<file path="src/rtl/data_link_tx.sv">
// data_link_tx: round-robin framer for four FIFOs with sequence numbers, parity, replay buffer and ACK/NAK handling
module data_link_tx #(
  parameter int DATA_W = 10,
  parameter int SEQ_W = 8,
  parameter int REPLAY_DEPTH = 4
) (
  input  logic                      clk,
  input  logic                      reset,
  input  logic                      empty0,
  input  logic                      empty1,
  input  logic                      empty2,
  input  logic                      empty3,
  input  logic [DATA_W-1:0]         data_in0,
  input  logic [DATA_W-1:0]         data_in1,
  input  logic [DATA_W-1:0]         data_in2,
  input  logic [DATA_W-1:0]         data_in3,
  output logic                      pop0,
  output logic                      pop1,
  output logic                      pop2,
  output logic                      pop3,
  output logic                      tx_valid,
  input  logic                      tx_ready,
  output logic [SEQ_W+DATA_W+2:0]   tx_data,
  input  logic                      ack_valid,
  input  logic                      ack_nak,
  input  logic [SEQ_W-1:0]          ack_seq,
  output logic                      replay_full,
  output logic [1:0]                state
);
  localparam int FW = SEQ_W + DATA_W + 3;
  localparam int AW = $clog2(REPLAY_DEPTH);
  localparam int OW = AW + 1;
  typedef enum logic [1:0] {IDLE, FETCH, SEND, REPLAY} state_t;
  state_t state_q, state_d;
  logic [3:0] pop_q, pop_d;
  logic tx_valid_q, tx_valid_d, nak_pending_q, nak_pending_d, restart_q, restart_d;
  logic [FW-1:0] tx_data_q, tx_data_d;
  logic [SEQ_W-1:0] next_seq_q, next_seq_d, oseq_q, oseq_d, rseq_q, rseq_d;
  logic [OW-1:0] outstanding_q, outstanding_d;
  logic [1:0] rr_q, rr_d, grant_q, grant_d;
  logic [FW-1:0] rbuf_q [REPLAY_DEPTH];
  logic [3:0] empty_v;
  logic [DATA_W-1:0] din [4];
  logic [1:0] c1, c2, c3, gnt;
  logic hs, in_win, wr, nak_now, restart, done;
  logic [SEQ_W-1:0] off, n, oseq_new, rdif, nxt, ndif;
  logic [OW-1:0] out_new;
  logic [DATA_W-1:0] fdat;
  logic [FW-1:0] frame;
  assign empty_v = {empty3, empty2, empty1, empty0};
  assign din[0] = data_in0;
  assign din[1] = data_in1;
  assign din[2] = data_in2;
  assign din[3] = data_in3;
  assign c1 = rr_q + 2'd1;
  assign c2 = rr_q + 2'd2;
  assign c3 = rr_q + 2'd3;
  assign gnt = !empty_v[c1] ? c1 : !empty_v[c2] ? c2 : !empty_v[c3] ? c3 : rr_q;
  assign hs = tx_valid_q && tx_ready;
  assign off = ack_seq - oseq_q;
  assign in_win = ack_valid && off < SEQ_W'(outstanding_q);
  assign n = in_win ? off + 1'b1 : '0;
  assign wr = state_q == FETCH && pop_q == 4'd0;
  assign out_new = outstanding_q + OW'(wr) - OW'(n);
  assign oseq_new = oseq_q + n;
  assign nak_now = ack_valid && ack_nak;
  assign restart = restart_q || nak_now;
  assign rdif = rseq_q + 1'b1 - oseq_new;
  assign nxt = (restart || rdif[SEQ_W-1]) ? oseq_new : rseq_q + 1'b1;
  assign ndif = nxt - oseq_new;
  assign done = ndif >= SEQ_W'(out_new);
  assign fdat = din[grant_q];
  assign frame = {next_seq_q, grant_q, fdat, ^{next_seq_q, grant_q, fdat}};
  assign {pop3, pop2, pop1, pop0} = pop_q;
  assign tx_valid = tx_valid_q;
  assign tx_data = tx_data_q;
  assign state = state_q;
  assign replay_full = outstanding_q == OW'(REPLAY_DEPTH);
  always_comb begin
    state_d = state_q;
    pop_d = 4'd0;
    tx_valid_d = tx_valid_q;
    tx_data_d = tx_data_q;
    next_seq_d = next_seq_q;
    rseq_d = rseq_q;
    rr_d = rr_q;
    grant_d = grant_q;
    restart_d = restart_q;
    outstanding_d = out_new;
    oseq_d = oseq_new;
    nak_pending_d = (nak_pending_q || nak_now) && out_new != '0;
    case (state_q)
      IDLE:
        if (nak_pending_q) begin
          if (out_new != '0) begin
            state_d = REPLAY;
            tx_valid_d = 1'b1;
            tx_data_d = rbuf_q[oseq_new[AW-1:0]];
            rseq_d = oseq_new;
            restart_d = 1'b0;
          end
        end else if (!replay_full && empty_v != 4'hf) begin
          pop_d = 4'd1 << gnt;
          rr_d = gnt;
          grant_d = gnt;
          state_d = FETCH;
        end
      FETCH:
        if (wr) begin
          tx_valid_d = 1'b1;
          tx_data_d = frame;
          state_d = SEND;
        end
      SEND:
        if (hs) begin
          tx_valid_d = 1'b0;
          next_seq_d = next_seq_q + 1'b1;
          state_d = IDLE;
        end
      default: begin
        restart_d = restart;
        if (hs) begin
          restart_d = 1'b0;
          tx_valid_d = !done;
          tx_data_d = done ? tx_data_q : rbuf_q[nxt[AW-1:0]];
          rseq_d = nxt;
          state_d = done ? IDLE : REPLAY;
          nak_pending_d = done ? 1'b0 : nak_pending_d;
        end
      end
    endcase
  end
  always_ff @(posedge clk or posedge reset) begin
    if (reset) begin
      state_q <= IDLE;
      pop_q <= 4'd0;
      tx_valid_q <= 1'b0;
      tx_data_q <= '0;
      next_seq_q <= '0;
      oseq_q <= '0;
      rseq_q <= '0;
      outstanding_q <= '0;
      rr_q <= 2'd3;
      grant_q <= 2'd0;
      nak_pending_q <= 1'b0;
      restart_q <= 1'b0;
      rbuf_q <= '{default: '0};
    end else begin
      state_q <= state_d;
      pop_q <= pop_d;
      tx_valid_q <= tx_valid_d;
      tx_data_q <= tx_data_d;
      next_seq_q <= next_seq_d;
      oseq_q <= oseq_d;
      rseq_q <= rseq_d;
      outstanding_q <= outstanding_d;
      rr_q <= rr_d;
      grant_q <= grant_d;
      nak_pending_q <= nak_pending_d;
      restart_q <= restart_d;
      if (wr) rbuf_q[next_seq_q[AW-1:0]] <= frame;
    end
  end
endmodule

</file>
<file path="config.mk">
export PLATFORM = sky130hd
export DESIGN_NAME = data_link_tx
export DESIGN_NICKNAME = d
export VERILOG_FILES = /design/src/rtl/data_link_tx.sv
export SDC_FILE = /design/constraint.sdc
export NUM_CORES = 1
export LEC_CHECK = 0
export CORE_MARGIN = 3
export CORE_UTILIZATION = 35
export CTS_CLUSTER_SIZE = 25
export DETAILED_ROUTE_END_ITERATION = 12
export SYNTH_ARGS = -nofsm -noshare
export SYNTH_HDL_FRONTEND = slang
export SYNTH_SLANG_ARGS = --single-unit
</file>
<file path="constraint.sdc">
create_clock -name clk -period 10 [get_ports clk]
set_input_delay 2 -clock clk [delete_from_list [all_inputs] [get_ports clk]]
set_output_delay 2 -clock clk [all_outputs]
set_load 0.05 [all_outputs]
</file>
==> impl_metrics.toml <==
[clock_tree]
clockBufferDepth = 2
cts_made_buffers = 17
clkLatencyLatePin_ns = 0.43
ctsHoldBuffers = 0
clock_sinks = 145
cts_tree = "yes"
cts-root-buf = "clkbuf_16"
htree_levels = 4
cts.clk_slew.worst_paths_ns = 0.07

[finish]
antennaDiodeCount = 0
area.growth.synth_to_final_pct = 21.7
final_core_util_pct = 44.0
stdcell_count = 1246
n_fill_cell = 2459
drive_gt1_share_pct = 23.9
fin_nets = 1010

[sta]
setup_viol_count_final = 0
fmax_mhz = 105
slew_headroom_pct = 25.8
fin_crit_ns = 9.52
slew_violations = 0
hold_violations = 0
worst_slack_ns = 0.480
tightest_slew_ns = 1.11
finClkSkew_ns = 0.0162
period_share_pct = 95.2
worst_hold_slack_ns = 0.487

[route]
vias = 6687
wl_per_cell_um = 18.6
drt_iter0_drc = 330
drt-total-wl_um = 23200
drc = 0
firstDrtPassIters = 5
ant_nets = 0
viasPerCell = 5.37

[critical_path]
arrival_ns = 9.82
r2r_cells = 39
required_ns = 10.30
endpoint_kind = "flop"
crit_type = "primary input to flop"
rrSetupSlack_ns = 2.15
critPathMaxStageDelay_ns = 0.45
path_max_fanout = 10
r2r-end = "tx_data[1]$_DFFE_PP0P_"
cpMaxStageDelayCell = "clkdlybuf4s50_1"
worstReg2RegStart = "oseq_q[0]$_DFF_PP0_"
crit_top_cell = "ha_1"
crit_end = "tx_data[1]$_DFFE_PP0P_"
crit_path_start = "ack_seq[0]"
cp-start-kind = "primary input"

[yosys]
synth.area.top_cells = "dfrtp_1 39%, mux2_2 9.0%, mux4_2 7.6%"
synth-simple-area-share_pct = 6.95
synth-seq-area-share_pct = 39.3
ys_top_cells_by_count = "143 x dfrtp_1, 74 x mux2_2, 52 x inv_1"
synth_top_cell_area_share_pct = 38.7
synth_largest_area_cell = "dfrtp_1"
syn_inst = 809
synth_edf_count = 0
synth_area_um2 = 9240
syn_area_per_cell_um2 = 11.4
synth.most_common_cell = "dfrtp_1"
synthArstFlopShare_pct = 100
synthMuxAreaShare_pct = 24.6
synth_top_family_by_area = "multiplexers"
synth_xor_area_share_pct = 4.62
synthAdderAreaFrac_pct = 7.22
synth_warnings = 0
yosys_most_used_dff = "dfrtp_1"
synthDistinctLibCells = 70
synth-compound-area-share_pct = 13.0
ys_ff_latch = 145

[global_route]
grt_pass1_wl_um = 37500
grt_max_degree = 86
grt_remaining_overflow = 0
grt_pass1_vias = 6877
antenna_found_initial = 0
grt_use_total_pct = 16.6

[run]
maxCapViolations = 0

[floorplanning]
dieArea_um2 = 28400
chipWidth_um = 168
core-area_um2 = 25500
rows = 58
dieHeight_um = 168
io_pins = 86
start_util_pct = 36.2

[placed_design]
dp_hpwl_um = 15800
place_ws_ns = -0.127
numPlacedInstances = 1210
port_buffers = 85
globalplace.congestion = 0.802

[run_status]
status = "complete, no violations"

[worst_hold_path]
hold_class = "flop to flop"
==> through the flow <==
step | instance area (um2) | TNS, ns
4_1_cts | 11100 | 0
5_1_grt | 11200 | -0.560
3_5_place_dp | 10500 | -2.31
6_report | 11200 | 0
3_3_place_gp | 10500 | 0
2_1_floorplan | 9240 | 0
==> cells by family after synthesis <==
kind of cell / Yosys count
xor gates and xnor gates: 47
muxes: 169
other: 1
AOI/OAI and AO/OA: 167
buffers and inverters: 95
DFF: 145
and+or+nand+nor: 134
adders and majority gates: 51
==> worst min path at each step <==
stage	slack, ns	startpoint	cells after the start	to
2_1_floorplan	0.45	rr_q[1]$_DFFE_PP1P_	2	rr_q[1]$_DFFE_PP1P_
3_3_place_gp	0.48	rr_q[1]$_DFFE_PP1P_	2	rr_q[1]$_DFFE_PP1P_
3_5_place_dp	0.48	rr_q[1]$_DFFE_PP1P_	2	rr_q[1]$_DFFE_PP1P_
4_1_cts	0.49	rr_q[1]$_DFFE_PP1P_	2	rr_q[1]$_DFFE_PP1P_
5_1_grt	0.51	rr_q[0]$_DFFE_PP1P_	2	rr_q[0]$_DFFE_PP1P_
6_report	0.49	rr_q[1]$_DFFE_PP1P_	2	rr_q[1]$_DFFE_PP1P_
==> cells in the final DEF, fill, tap and decap left out, drive strengths merged, types with 30 or more instances in the layout <==
master           n
inv             63
ha              46
nand2           45
mux2i           44
mux2            94
mux4            31
o21ai           40
a21oi           30
clkdlybuf4s50   85
xnor2           35
nor2            31
dfrtp          143
buf             30
==> state kept, by name (all words and copies together) (netlist names) <==
signal and flops:
rr_q 2, tx_data 21, nak_pending_q 1, next_seq_q 8, pop_q 4, rbuf_q 84, oseq_q 8, rseq_q 8
state 2, outstanding_q 3, restart_q 1, tx_valid 1, grant_q 2
==> per-layer routing <==
layer | up-vias | GRT usage (%) | routed length [um]
li1 | 3170 | - | -
met1 | 3367 | 22.0 | 10400
met2 | 129 | 28.0 | 11600
met3 | 21 | 3.24 | 892
met4 | 0 | 4.62 | 352
met5 | - | 0 | 0
==> critical path, delay by kind of cell <==
family	cells	cell delay [ns]
AOI/OAI and AO/OA	16	2.71
xor gates and xnor gates	4	0.77
adders and majority gates	7	1.90
buffers and inverters	6	1.03
muxes	2	0.59
and+or+nand+nor	6	0.82
==> final cells by class <==
class / instances / area, um2 / share of cell area [%]
Clock inverter: 15 / 163 / 1.45
Timing Repair Buffer: 116 / 1120 / 9.97
Clock buffer: 17 / 425 / 3.78
Inverter: 52 / 200 / 1.78
Tap cell: 330 / 413 / 3.67
Sequential cell: 145 / 3630 / 32.3
Multi-Input combinational cell: 571 / 5290 / 47.0
==> timing repair <==
item / CTS / global route
endpoints found under the setup margin: 0 / 24
setup buffers: 0 / 2
resized for setup: 0 / 17
Power is left out: the tool's default activity adds up to more than one toggle a clock period on the data nets, which glitch-free logic cannot reach.
